**src/rtl/fir_pkg.sv**
```systemverilog
// Shared types and arithmetic for the fir filter and its output stage.
// Holds the accumulator/sample typedefs and the round-half-up + saturate helper.
package fir_pkg;

    localparam int ACC_W    = 39;
    localparam int SAMPLE_W = 16;

    typedef logic signed [ACC_W-1:0]    acc_t;
    typedef logic signed [SAMPLE_W-1:0] sample_t;

    // One extra bit so that adding the rounding bias can never overflow.
    typedef logic signed [ACC_W:0]      acc_wide_t;

    typedef struct packed {
        sample_t sample;
        logic    clip;
    } sat_round_t;

    // Sample range limits, sign-extended to the wide rounding width.
    localparam acc_wide_t WIDE_MAX = {{(ACC_W + 1 - SAMPLE_W){1'b0}}, 1'b0, {(SAMPLE_W - 1){1'b1}}};
    localparam acc_wide_t WIDE_MIN = {{(ACC_W + 1 - SAMPLE_W){1'b1}}, 1'b1, {(SAMPLE_W - 1){1'b0}}};

    // Round half-up by 'shift' bits, then clip to the signed sample range.
    // 'shift' is expected to be an elaboration-time constant (1..ACC_W-SAMPLE_W).
    function automatic sat_round_t sat_round(input acc_t acc, input int shift);
        acc_wide_t  ext;
        acc_wide_t  bias;
        acc_wide_t  r;
        sat_round_t res;
        ext  = {acc[ACC_W-1], acc};
        bias = acc_wide_t'({{ACC_W{1'b0}}, 1'b1} << (shift - 1));
        r    = (ext + bias) >>> shift;
        if (r > WIDE_MAX) begin
            res.sample = {1'b0, {(SAMPLE_W - 1){1'b1}}};
            res.clip   = 1'b1;
        end else if (r < WIDE_MIN) begin
            res.sample = {1'b1, {(SAMPLE_W - 1){1'b0}}};
            res.clip   = 1'b1;
        end else begin
            res.sample = r[SAMPLE_W-1:0];
            res.clip   = 1'b0;
        end
        return res;
    endfunction

endpackage

```
**src/rtl/sync_fifo.sv**
```systemverilog
// Single-clock FIFO with push/pop/full/empty.
// The head is presented combinationally from storage and reads as zero when empty.
// A push while full is accepted only when a pop happens in the same cycle.
module sync_fifo #(
    parameter int WIDTH = 16,
    parameter int DEPTH = 8
) (
    input  logic             clk,
    input  logic             rst,
    input  logic             push,
    input  logic [WIDTH-1:0] push_data,
    input  logic             pop,
    output logic [WIDTH-1:0] pop_data,
    output logic             full,
    output logic             empty
);

    localparam int AW = $clog2(DEPTH);

    logic [WIDTH-1:0] mem [DEPTH];
    logic [AW-1:0]    wr_ptr_reg;
    logic [AW-1:0]    rd_ptr_reg;
    logic [AW:0]      count_reg;
    logic [AW:0]      count_next;
    logic             pop_ok;
    logic             push_ok;

    assign empty    = (count_reg == '0);
    assign full     = (count_reg == (AW + 1)'(DEPTH));
    assign pop_ok   = pop && !empty;
    assign push_ok  = push && (!full || pop_ok);
    assign pop_data = empty ? '0 : mem[rd_ptr_reg];

    // Occupancy: a simultaneous push and pop leaves the count unchanged.
    always_comb begin
        count_next = count_reg;
        case ({push_ok, pop_ok})
            2'b10:   count_next = count_reg + 1'b1;
            2'b01:   count_next = count_reg - 1'b1;
            default: count_next = count_reg;
        endcase
    end

    // Storage write; contents need no reset because the head is masked when empty.
    always_ff @(posedge clk) begin
        if (push_ok) begin
            mem[wr_ptr_reg] <= push_data;
        end
    end

    // Pointer and count registers; pointers wrap naturally since DEPTH is a power of two.
    always_ff @(posedge clk) begin
        if (rst) begin
            wr_ptr_reg <= '0;
            rd_ptr_reg <= '0;
            count_reg  <= '0;
        end else begin
            if (push_ok) begin
                wr_ptr_reg <= wr_ptr_reg + 1'b1;
            end
            if (pop_ok) begin
                rd_ptr_reg <= rd_ptr_reg + 1'b1;
            end
            count_reg <= count_next;
        end
    end

endmodule

```
**src/rtl/fir_out_stage.sv**
```systemverilog
// Output stage after the fir filter: round/saturate each accumulator result,
// decimate, register once, and buffer kept samples in a valid/ready FIFO.
// Also tracks clipped-sample count and a sticky drop flag for debug.
module fir_out_stage #(
    parameter int ACC_W = fir_pkg::ACC_W,
    parameter int OUT_W = fir_pkg::SAMPLE_W,
    parameter int SHIFT = 15,
    parameter int DECIM = 2,
    parameter int DEPTH = 8
) (
    input  logic                    clk,
    input  logic                    rst,
    input  logic                    ena,
    input  logic signed [ACC_W-1:0] acc,
    output logic signed [OUT_W-1:0] out_data,
    output logic                    out_valid,
    input  logic                    out_ready,
    output logic [15:0]             sat_count,
    output logic                    drop_flag,
    input  logic                    clr_status
);

    import fir_pkg::*;

    localparam int PHASE_W = (DECIM > 1) ? $clog2(DECIM) : 1;

    logic [PHASE_W-1:0]      phase_reg;
    logic                    keep;
    sat_round_t              rounded;

    logic                    s1_valid_reg;
    logic signed [OUT_W-1:0] s1_data_reg;

    logic [15:0]             sat_count_reg;
    logic                    drop_flag_reg;

    logic                    fifo_full;
    logic                    fifo_empty;
    logic                    pop;
    logic                    drop;

    assign keep    = ena && (phase_reg == '0);
    assign rounded = sat_round(acc, SHIFT);

    assign out_valid = !fifo_empty;
    assign pop       = out_valid && out_ready;
    // A staged sample is lost only when the FIFO is full and nothing leaves this cycle.
    assign drop      = s1_valid_reg && fifo_full && !pop;

    assign sat_count = sat_count_reg;
    assign drop_flag = drop_flag_reg;

    // Decimation phase: counts ena strobes modulo DECIM; phase 0 marks a kept sample.
    always_ff @(posedge clk) begin
        if (rst) begin
            phase_reg <= '0;
        end else if (ena) begin
            if (phase_reg == PHASE_W'(DECIM - 1)) begin
                phase_reg <= '0;
            end else begin
                phase_reg <= phase_reg + 1'b1;
            end
        end
    end

    // S1: register the rounded/saturated kept sample and its valid bit.
    always_ff @(posedge clk) begin
        if (rst) begin
            s1_valid_reg <= 1'b0;
            s1_data_reg  <= '0;
        end else begin
            s1_valid_reg <= keep;
            if (keep) begin
                s1_data_reg <= rounded.sample;
            end
        end
    end

    // Clip counter: counts clipped kept samples as they enter S1, holds at all-ones.
    always_ff @(posedge clk) begin
        if (rst) begin
            sat_count_reg <= '0;
        end else if (clr_status) begin
            sat_count_reg <= '0;
        end else if (keep && rounded.clip && (sat_count_reg != 16'hFFFF)) begin
            sat_count_reg <= sat_count_reg + 1'b1;
        end
    end

    // Sticky drop flag: set when a staged sample cannot enter the FIFO.
    always_ff @(posedge clk) begin
        if (rst) begin
            drop_flag_reg <= 1'b0;
        end else if (clr_status) begin
            drop_flag_reg <= 1'b0;
        end else if (drop) begin
            drop_flag_reg <= 1'b1;
        end
    end

    sync_fifo #(
        .WIDTH (OUT_W),
        .DEPTH (DEPTH)
    ) u_fifo (
        .clk       (clk),
        .rst       (rst),
        .push      (s1_valid_reg),
        .push_data (s1_data_reg),
        .pop       (pop),
        .pop_data  (out_data),
        .full      (fifo_full),
        .empty     (fifo_empty)
    );

endmodule

```
**config.mk**
```make
export PLATFORM = sky130hd
export DESIGN_NAME = fir_out_stage
export DESIGN_NICKNAME = d
export VERILOG_FILES = /design/src/rtl/fir_pkg.sv /design/src/rtl/sync_fifo.sv /design/src/rtl/fir_out_stage.sv
export SDC_FILE = /design/constraint.sdc
export NUM_CORES = 1
export LEC_CHECK = 0
export CAP_MARGIN = 0
export CORE_UTILIZATION = 40
export DETAILED_ROUTE_END_ITERATION = 16
export HOLD_SLACK_MARGIN = 0.12
export PLACE_DENSITY = 0.72
export SETUP_SLACK_MARGIN = 0.1
export SLEW_MARGIN = 15
export SYNTH_ARGS = -nofsm -noshare
export SYNTH_HDL_FRONTEND = slang
export SYNTH_HIERARCHICAL = 1
export SYNTH_SLANG_ARGS = --single-unit
export TNS_END_PERCENT = 50
```
**constraint.sdc**
```tcl
create_clock -name clk -period 3.5 [get_ports clk]
set_input_delay 0.7 -clock clk [delete_from_list [all_inputs] [get_ports clk]]
set_output_delay 0.7 -clock clk [all_outputs]
set_load 0.01 [all_outputs]
```
==> flow_summary.ini <==
[critical_path]
crit_type = in2reg
startpoint_type = input port
worstPathMaxFanout = 19
critPathCaptureType = register
arrival_ns = 3.51
cp.required_ns = 3.84

[pwr]
vdd_drop_max_v = 0.000352
pwr_density_cell_nw_per_um2 = 480
leakage_nw = 3.08

[finish]
final_nets = 689
drive_above_1_share_pct = 20.9
largest_reg_flops = 128
antenna_cells = 0
area_growth_pct = 22.9

[run]
cap_violations = 0

[logic_synthesis]
yosys_warnings = 6
ys_seq_area_share_pct = 62.3
syn_inst = 540
synth_ff_type = edfxtp_1
async_flop_share_pct = 0
synth_nets = 591
syn_area_um2 = 7720
syn_area_per_cell_um2 = 14.3
synth-edff-count = 128
yosysUniqueCellTypes = 61
ys_seq_elements = 176

[sta]
setup-violations-final = 0
worst_pin_slew_ns = 0.562
setup-tns-final_ns = 0
rsz0062_at_grt = no
min_period_over_period_pct = 90.4
fin_crit_ns = 3.16
relSlewSlack_pct = 62.5
fin_skew_ns = 0.0134
timing.fmax_mhz = 316
hold_viol_final = 0
setup_slack_ns = 0.335
drv_slew = 0

[routing]
drc = 0
wl_per_cell_um = 17.0
viasPerCell = 5.21
vias = 4744
first_pass_iters = 4
drtIter0Drc = 306
ant_nets = 0
wl_um = 15500

[clocking]
cts_tree = built
cts_root_buf = clkbuf_16
cts_sinks = 176
cts_max_level = 4
cts_post_setup_buffers_inserted = 0
cts.reportedPaths.clkPinSlew_ns = 0.07
cts_buffers = 17
cts_buffer_depth = 2
clk_latency_ns = 0.42

[die]
die_x_um = 141
start_util_pct = 41.0
die_h_um = 141
ios = 78
core_area_um2 = 18800
die_area_um2 = 19900
rows = 50

[placement]
dp_hpwl_um = 10100
port_buffers = 63
place_worst_setup_slack_ns = -0.0606
gp_congestion = 0.864

[min_path]
hold_path.class = reg2reg

[grt]
grtUsageTotal_pct = 16.7
grt_max_degree = 33
antenna_found_initial = 0
grt_pass1_wl_um = 25000
overflow = 0
grt_pass1_vias = 4891

[outcome]
status = complete, no violations
Yosys cell counts (7+ instances only):
| master | number | area [µm²] |
|---|---|---|
| nand4_1 | 14 | 87.6 |
| a211oi_2 | 10 | 125 |
| or3_1 | 10 | 62.6 |
| edfxtp_1 | 128 | 3840 |
| and3_1 | 8 | 50.1 |
| xnor2_1 | 15 | 131 |
| mux4_2 | 32 | 721 |
| dfxtp_1 | 48 | 961 |
| nor2_1 | 58 | 218 |
| mux2i_1 | 20 | 200 |
| a21oi_1 | 15 | 75.1 |
| o21ai_0 | 7 | 35.0 |
| xor2_1 | 11 | 96.3 |
| clkbuf_1 | 9 | 33.8 |
| ha_1 | 7 | 87.6 |
| nand3_1 | 12 | 60.1 |
| inv_1 | 7 | 26.3 |
| nand2_1 | 37 | 139 |
metrics by stage:
stage	total power [mW]	hold WS, ns	instance area, µm²	instances	utilization [%]
after floorplan	2.57	0.458	7720	540	-
after global placement	2.73	0.467	8890	879	47.2
after detailed placement	2.74	0.483	8890	879	47.2
after CTS	4.60	0.495	9480	911	50.4
after global routing	4.72	0.512	9480	911	50.4
final	4.55	0.487	9480	911	50.4
worst max-delay path, cell delays in order:
cell and delay, ns:
clkdlybuf4s50_1 0.53, ha_1 0.26, and3_1 0.27, nand3_1 0.14, o21ai_0 0.26, a22oi_1 0.18, a31oi_4 0.28, o21ai_4 0.20
or4_1 0.50, a21oi_1 0.18
metal layers:
layer | track usage [%] | part of all wire, % | vias to the layer above
met3 | 3.29 | 5.3 | 8
met2 | 27.9 | 50 | 129
met5 | 0 | 0 | -
met4 | 6.86 | 1.0 | 0
li1 | - | - | 2281
met1 | 21.2 | 44 | 2326
cell families (layout without fill, tap and decap cells):
| kind of cell | Yosys count | after routing | share of synthesized area [%] |
|---|---|---|---|
| AO/OA/AOI/OAI | 66 | 66 | 7.17 |
| XOR/XNOR | 26 | 26 | 2.95 |
| adder cells (fa/ha/maj) | 7 | 7 | 1.13 |
| buffers and inverters | 28 | 139 | 1.83 |
| flip-flops | 176 | 176 | 62.3 |
| multiplexers | 53 | 53 | 12.1 |
| AND/OR/NAND/NOR | 184 | 184 | 12.6 |
cells in the final DEF, fill, tap and decap left out, types with 4 or more instances in the layout:
| cell | netlist | routed |
|---|---|---|
| inv_8 | 0 | 6 |
| nor2b_1 | 5 | 5 |
| ha_1 | 7 | 7 |
| or3_1 | 10 | 10 |
| inv_1 | 7 | 7 |
| buf_4 | 2 | 35 |
| xnor2_1 | 15 | 15 |
| nor2_1 | 58 | 58 |
| xor2_1 | 11 | 11 |
| clkdlybuf4s50_1 | 0 | 63 |
| o211ai_1 | 6 | 6 |
| dfxtp_1 | 48 | 47 |
| a21oi_1 | 15 | 15 |
| mux2i_1 | 20 | 20 |
| edfxtp_1 | 128 | 128 |
| and4_1 | 5 | 5 |
| nand4_1 | 14 | 14 |
| clkbuf_16 | 0 | 17 |
| a211oi_1 | 5 | 5 |
| nand3_1 | 12 | 12 |
| nand2b_1 | 5 | 5 |
| nor3_2 | 1 | 5 |
| or4_1 | 4 | 4 |
| o21ai_0 | 7 | 7 |
| a211oi_2 | 10 | 10 |
| mux4_2 | 32 | 32 |
| nand2_1 | 37 | 37 |
| and3_1 | 8 | 8 |
power by group:
part	switching [mW]	internal (mW)
combinational	0.172	0.179
sequential	0.0558	2.29
clock	0.836	1.02
what timing repair did:
action                     4_1_cts  5_1_grt
resized for setup                0        1
hold buffers                     0        0
setup endpoints to repair        0        2
worst paths after layout:
path / start / endpoint / slack (ns) / depth (start not counted)
worst min register to register: drop_flag$_SDFFE_PP0P_ / drop_flag$_SDFFE_PP0P_ / 0.49 / 1
worst min-delay path: drop_flag$_SDFFE_PP0P_ / drop_flag$_SDFFE_PP0P_ / 0.49 / 1
worst max-delay path: acc[15] / sat_count[15]$_SDFFE_PP0P_ / 0.34 / 10
worst max register to register: u_fifo/count_reg[1]$_SDFFE_PP0P_ / u_fifo/count_reg[3]$_SDFFE_PP0P_ / 0.75 / 7
area by class of cell:
type                       count  area (µm²)
fill                        1599        9350
clock buffer                  18         429
clock inverter                14         164
tap                          260         325
multi-input combinational    336        2800
inverter                       7        26.3
sequential                   176        4810
timing repair buffer         100         933
No activity file was read; power rests on OpenSTA's default activity.
==> RTL edit 1 (config.mk and constraints unchanged) <==
`DEPTH` is set to 8 in 2 places; all go to 32.
--- a/src/rtl/sync_fifo.sv
+++ b/src/rtl/sync_fifo.sv
@@ -5,3 +5,3 @@
     parameter int WIDTH = 16,
-    parameter int DEPTH = 8
+    parameter int DEPTH = 32
 ) (
--- a/src/rtl/fir_out_stage.sv
+++ b/src/rtl/fir_out_stage.sv
@@ -8,3 +8,3 @@
     parameter int DECIM = 2,
-    parameter int DEPTH = 8
+    parameter int DEPTH = 32
 ) (
Check against the original RTL: no difference found for any inputs over 4 cycles, from zero or initial values and one cycle with rst high; that may be too few to reach the edited logic, so the function may still have changed.
==> RTL edit 1 against the unedited design <==
The flow now finishes with violations (setup timing). Synthesized area rose to 3.0 times the old value. Power rose to 3.4 times the old value. Clock power rose to 3.0 times the old value. Wire length rose to 3.3 times the old value. Final area rose to 2.9 times the old value. Clock skew rose by 0.0035 ns. Fmax fell by 12%. Count of clock-buffer cells in the layout rose by 59. Sequential cell count rose by 392. First-iteration DRC count rose to 3.1 times the old value. Hold slack got worse by 0.0011 ns. Critical path depth fell by 2. Worst setup slack got worse by 0.41 ns.
==> RTL edit 1: results (changes against the unedited design) <==
- Status: complete, but fails checks
- The final reports fail on setup timing.
* Via count: 12275 (+160%)
- The count of cell types in the netlist came to 67 (+9.8%).
- In this run the critical register-to-register path is captured at u_fifo/count_reg[5]$_SDFFE_PP0P_.
* Worst-skew pair later-pin latency: 0.60 ns (+0.18 ns)
- The total track usage came to 17.35% (+0.69 points).
- The maximum fanout along the worst path came to 5 (-14).
- First-pass GRT wire length: 76590 µm (+210%)
* H-tree level count: 2 (-2)
- Count of endpoints failing setup in the final report: 9 (+9)
* Kind of start point of the critical path: flip-flop
- Post-Synth Adder-Cell Area: 0.6791% (-0.46 points)
* Nets: 1453 (+110%)
- Largest net degree at the start of global routing: 54 (+64%)
* Number of enable flip-flop cells after synthesis: 512 (+300%)
- Max reg flops: 512 (+300%)
- Post-synthesis share of cell area spent on xor and xnor gates: 1.094% (-1.9 points)
- Post-detailed-placement cell area: 0.02526 mm² (+180%)
- Yosys Warn Count: 6 (unchanged)
- Worst relative slew slack: 24.97% (-37 points)
* Post-detail-place hpwl: 29330 µm (+190%)
- The register-to-register setup slack is 0.35 ns (-0.40 ns).
- The number of nets produced by synthesis came to 1268 (+110%).
- The synthesized instance count is 1212 (+120%).
* Inst Count DP: 2075 (+140%)
* Cells taking the most area after synthesis: edfxtp_1 66%, mux4_2 9.2%, mux4_1 5.5%, dfxtp_1 4.8%, nor2_1 1.3%
- In this design, the largest share of critical-path delay is due to multiplexers.
- Mux share of post-synthesis cell area: 15.49% (+3.4 points)
- CTS root buffer: clkbuf_16
* Worst R2R Start: u_fifo/count_reg[0]$_SDFFE_PP0P_
- Routed WL: 51270 µm (+230%)
- Number of cells on the worst reg-to-reg path: 12 (+5)
* Data arrival at the endpoint of the critical path: 2.88 ns (-0.63 ns)
- The worst clock skew on the final layout came to 0.01695 ns (+0.003521 ns).
- Routability Congestion: 0.8300 (-4.0%)
- Largest buffer count on any clock path: 3 (+1)
- DRC violation total after the first TritonRoute iteration: 935 (+210%)
* Sequential element share of the synthesized area: 71.05% (+8.8 points)
* Worst ir drop on vdd: 361.5 µV (+2.7%)
- The routed wirelength normalized by instance count is 23.35 µm (+37%).
- The post-layout worst setup margin came to -0.07770 ns (-0.4131 ns).
* Share of the synthesized area in compound gates (AO/OA/AOI/OAI): 3.794% (-3.4 points)
* Worst Hold Endpoint: drop_flag$_SDFFE_PP0P_
* Share of layout cells above drive strength 1: 28.13% (+7.2 points)
* Crit path max-delay cell type: mux4_2
* Worst-case hold slack: 0.4864 ns (-0.001119 ns)
- The static leakage was 8.703 nW (+180%).
- The number of clock buffers inserted by TritonCTS was 53 (+36).
- The largest stage delay on the critical path was 0.58 ns (+0.05 ns).
* Ranking of synthesized cells by instance count: 512 x edfxtp_1, 95 x mux4_2, 78 x nor2_1
- The fill cell total of the finished layout came to 4578 (+190%).
[RTL edit 1: changes by cell type after synthesis, moves of 16 or more]
cell	delta
a211oi_1	+19
edfxtp_1	+384
mux4_1	+49
mux4_2	+63
nor2_1	+20
nor2b_1	+16
o22ai_1	+16
[RTL edit 1: report_power, final]
part           switching [mW]  internal, mW  total [mW]  leakage, nW
Combinational            1.04          1.22        2.26         2.75
Sequential              0.204          7.53        7.73         5.14
Clock                    2.40          3.11        5.51        0.817
Total                    3.64          11.9        15.5         8.70
[RTL edit 1: cells by family (layout without fill, tap and decap cells)]
kind of cell / count (synthesis) / after routing
buffers and inverters: 85 / 313
adder cells (fa/ha/maj): 12 / 12
flip-flops: 568 / 568
AND/OR/NAND/NOR: 240 / 240
multiplexers: 161 / 161
XOR/XNOR: 29 / 29
AO/OA/AOI/OAI: 117 / 117
[RTL edit 1: area by class of cell]
class                   instances  area share [%]
multi-input cells             559           23.15
well taps                     756           3.437
inverters                      21          0.2955
clock inverters                21          0.4910
clock buffers                  77           5.574
repair buffers                194           7.016
flip-flops and latches        568           60.04
[RTL edit 1: what timing repair did]
action                                  in CTS  in global routing
pin swaps                                    4                  3
endpoints found under the setup margin      16                 17
cloned                                       4                  1
setup buffers                               14                  5
gates resized for setup                    136                 25
[RTL edit 1: worst register-to-register path, delay by kind of cell, from the launching register on]
kind            cells  cell delay [ns]
compound gates      5             0.95
simple gates        4             1.05
flops               1             0.36
buf+inv             2             0.34
fa+ha+maj           1             0.30
[RTL edit 1: how the worst max path moves through the flow]
| stage | slack [ns] | to |
|---|---|---|
| floorplan | 0.35 | u_fifo/count_reg[5]$_SDFFE_PP0P_ |
| global placement | -0.1 | out_data[14] |
| detailed placement | -0.18 | sat_count[13]$_SDFFE_PP0P_ |
| CTS | -0.11 | out_data[10] |
| global route | -0.14 | out_data[10] |
| finish | -0.08 | out_data[10] |
[RTL edit 1: per-stage QoR]
step           worst slack, ns  setup TNS, ns  utilization, %  power (mW)
2_1_floorplan           0.3526              0               -       8.977
3_3_place_gp          -0.09828         -1.643           44.45       9.659
3_5_place_dp           -0.1787         -4.019           44.45       9.707
4_1_cts                -0.1063        -0.7917           48.10       15.45
5_1_grt                -0.1418         -1.270           48.43       15.99
6_report              -0.07770        -0.3109           48.43       15.50
[RTL edit 1: metal layers]
layer	global-route usage, %	share of wire (%)
met3	2.698	6.6
met1	23.44	41
met4	4.181	1.9
met2	29.44	51
met5	0	0
==> RTL edit 2 (same settings) <==
Without the edit above. Register the output `sat_count` once more, without a reset; this adds one clock of latency there. The other outputs are not delayed to match.
--- a/src/rtl/fir_out_stage.sv
+++ b/src/rtl/fir_out_stage.sv
@@ -49,3 +49,5 @@
 
-    assign sat_count = sat_count_reg;
+    always_ff @(posedge clk) begin
+        sat_count <= sat_count_reg;
+    end
     assign drop_flag = drop_flag_reg;
Function: changed (Yosys sat finds a counterexample within 4 cycles, from zero or initial values and one cycle with rst high).
==> RTL edit 2 against the unedited design <==
Sequential cell count up 16. Wire length up 1.3%. Fmax up 1.2%. Power up 4.6%. Sequential share of layout area up 1.6 points. Utilization down 0.30 points. Sequential power up 8%. Critical path type is now reg2out. Synthesized area up 4.2%. Cell count up 2.2%. Final area up 3.4%. Hold slack worse by 0.10 ns. Worst setup slack better by 0.039 ns. Clock skew down 0.00093 ns.
==> RTL edit 2: results (changes against the unedited design) <==
* Status: finished, final reports clean
- Final setup skew: 0.01250 ns (-0.0009313 ns)
- The number of placed instances, taps included is 899 (+2.3%).
- The number of DRC markers in iteration 0 is 205 (-33%).
* Routability Congestion: 0.8670 (+0.32%)
- H-tree level count: 4 (unchanged)
- Router iterations before antenna repair: 4 (unchanged)
- Post-detail-place hpwl: 10410 µm (+3.3%)
- Share of layout cells above drive strength 1: 20.27% (-0.62 points)
* Share of the synthesized area in compound gates (AO/OA/AOI/OAI): 6.880% (-0.29 points)
- Sequential element share of the synthesized area: 63.76% (+1.5 points)
- I/O Buffers: 63 (unchanged)
* Worst ir drop on vdd: 367.4 µV (+4.4%)
- The fraction of power spent switching nets came to 24.08% (+0.70 points).
* Largest net degree at the start of global routing: 33 (unchanged)
* TNS Setup: 0 ns (unchanged)
* Post-Synth Adder-Cell Area: 1.090% (-0.045 points)
- The multiplexer area fraction after synthesis came to 11.60% (-0.48 points).
* Post-placement worst setup slack: 0.03346 ns (+0.09405 ns)
- Cell accounting for the most synthesized area: edfxtp_1
- Post-detailed-placement cell area: 0.009208 mm² (+3.6%)
* Data arrival at the endpoint of the critical path: 2.43 ns (-1.08 ns)
* Worst relative slew slack: 55.00% (-7.5 points)
- The flip-flop count of the largest register after layout was 128 (unchanged).
- Post-CTS Setup Inserts: 0 (unchanged)
- The number of clock buffers inserted by TritonCTS was 17 (unchanged).
- Post-synthesis share of cell area spent on xor and xnor gates: 2.833% (-0.12 points)
- Average size of a mapped cell: 14.46 µm² (+1.2%)
- Cells taking the most area after synthesis: edfxtp_1 48%, dfxtp_1 16%, mux4_2 9.0%, nor2_1 2.7%, mux2i_1 2.5%
- Via-per-instance ratio: 5.188 (-0.37%)
- The clock slew seen by the registers of the worst setup and hold paths came to 0.07 ns (about the same).
* Leakage power: 3.206 nW (+4.2%)
- Ranking of synthesized cells by instance count: 128 x edfxtp_1, 64 x dfxtp_1, 58 x nor2_1
* Vias in the first global route: 5046 (+3.2%)
* Min-Delay Path Class: reg2reg
- Final instance count without filler cells: 931 (+2.2%)
* Crit path max-delay cell type: mux4_2
* Overall routing resource usage: 16.70% (+0.044 points)
- Yosys Warn Count: 6 (unchanged)
- Post-synthesis net count: 607 (+2.7%)
* Nets: 704 (+2.2%)
- The count of cell types in the netlist is 61 (unchanged).
- Routed WL: 15690 µm (+1.3%)
- CP peak stage delay: ~0.54 ns
* Max FO, Critical Path: 32 (+13)
- Hold Buf Count CTS: 0 (unchanged)
- The proportion of register bits with asynchronous set or reset after synthesis is 0% (unchanged).
* Number of enable flip-flop cells after synthesis: 128 (unchanged)
* Post-cts gate resize count: 0 (unchanged)
* First-pass GRT wire length: 25700 µm (+2.8%)
* Ant. Diodes: 0 (unchanged)
* Top Family by Delay on Critical Path: multiplexers
- The initial antenna violation count came to 0 (unchanged).
==> RTL edit 2: cell types whose count changed after synthesis <==
cell,change
dfxtp_1,+16
==> RTL edit 2: cell families after synthesis <==
group,count (synthesis)
xor+xnor,26
compound gates,66
buf+inv,28
flops,192
simple gates,184
fa+ha+maj,7
mux,53
==> RTL edit 2: metal layers <==
layer,global-route usage [%],part of all wire (%),vias to the layer above
met5,0,0,-
met4,5.879,0.70,0
met3,3.699,4.5,6
met2,28.13,50,104
met1,21.16,44,2380
li1,-,-,2340
==> RTL edit 2: power by group through the flow <==
stage          sequential (mW)  combinational, mW  clock (mW)
6_report                  2.52              0.352        1.88
5_1_grt                   2.53              0.389        2.01
4_1_cts                   2.52              0.358        1.94
3_5_place_dp              2.58              0.356           0
3_3_place_gp              2.57              0.349           0
2_1_floorplan             2.55              0.201           0
==> RTL edit 2: cell type report <==
cell class                      instances  area [µm²]
Clock buffer                           17       425.4
Tap cell                              265       331.6
Inverter                                7       26.28
Fill cell                            1670        9783
Sequential cell                       192        5126
Multi-Input combinational cell        336        2798
Timing Repair Buffer                   99       925.9
Clock inverter                         15       173.9
==> RTL edit 2: final timing paths <==
path                            slack [ns]  cells past startpoint                               end                        startpoint
worst min register to register        0.39                      0             sat_count[10]$_DFF_P_    sat_count_reg[10]$_SDFFE_PP0P_
worst max-delay path                  0.37                      5                       out_data[0]                         flip-flop
worst max register to register        0.81                      9  u_fifo/count_reg[2]$_SDFFE_PP0P_  u_fifo/count_reg[1]$_SDFFE_PP0P_
worst min-delay path                  0.39                      0             sat_count[10]$_DFF_P_    sat_count_reg[10]$_SDFFE_PP0P_
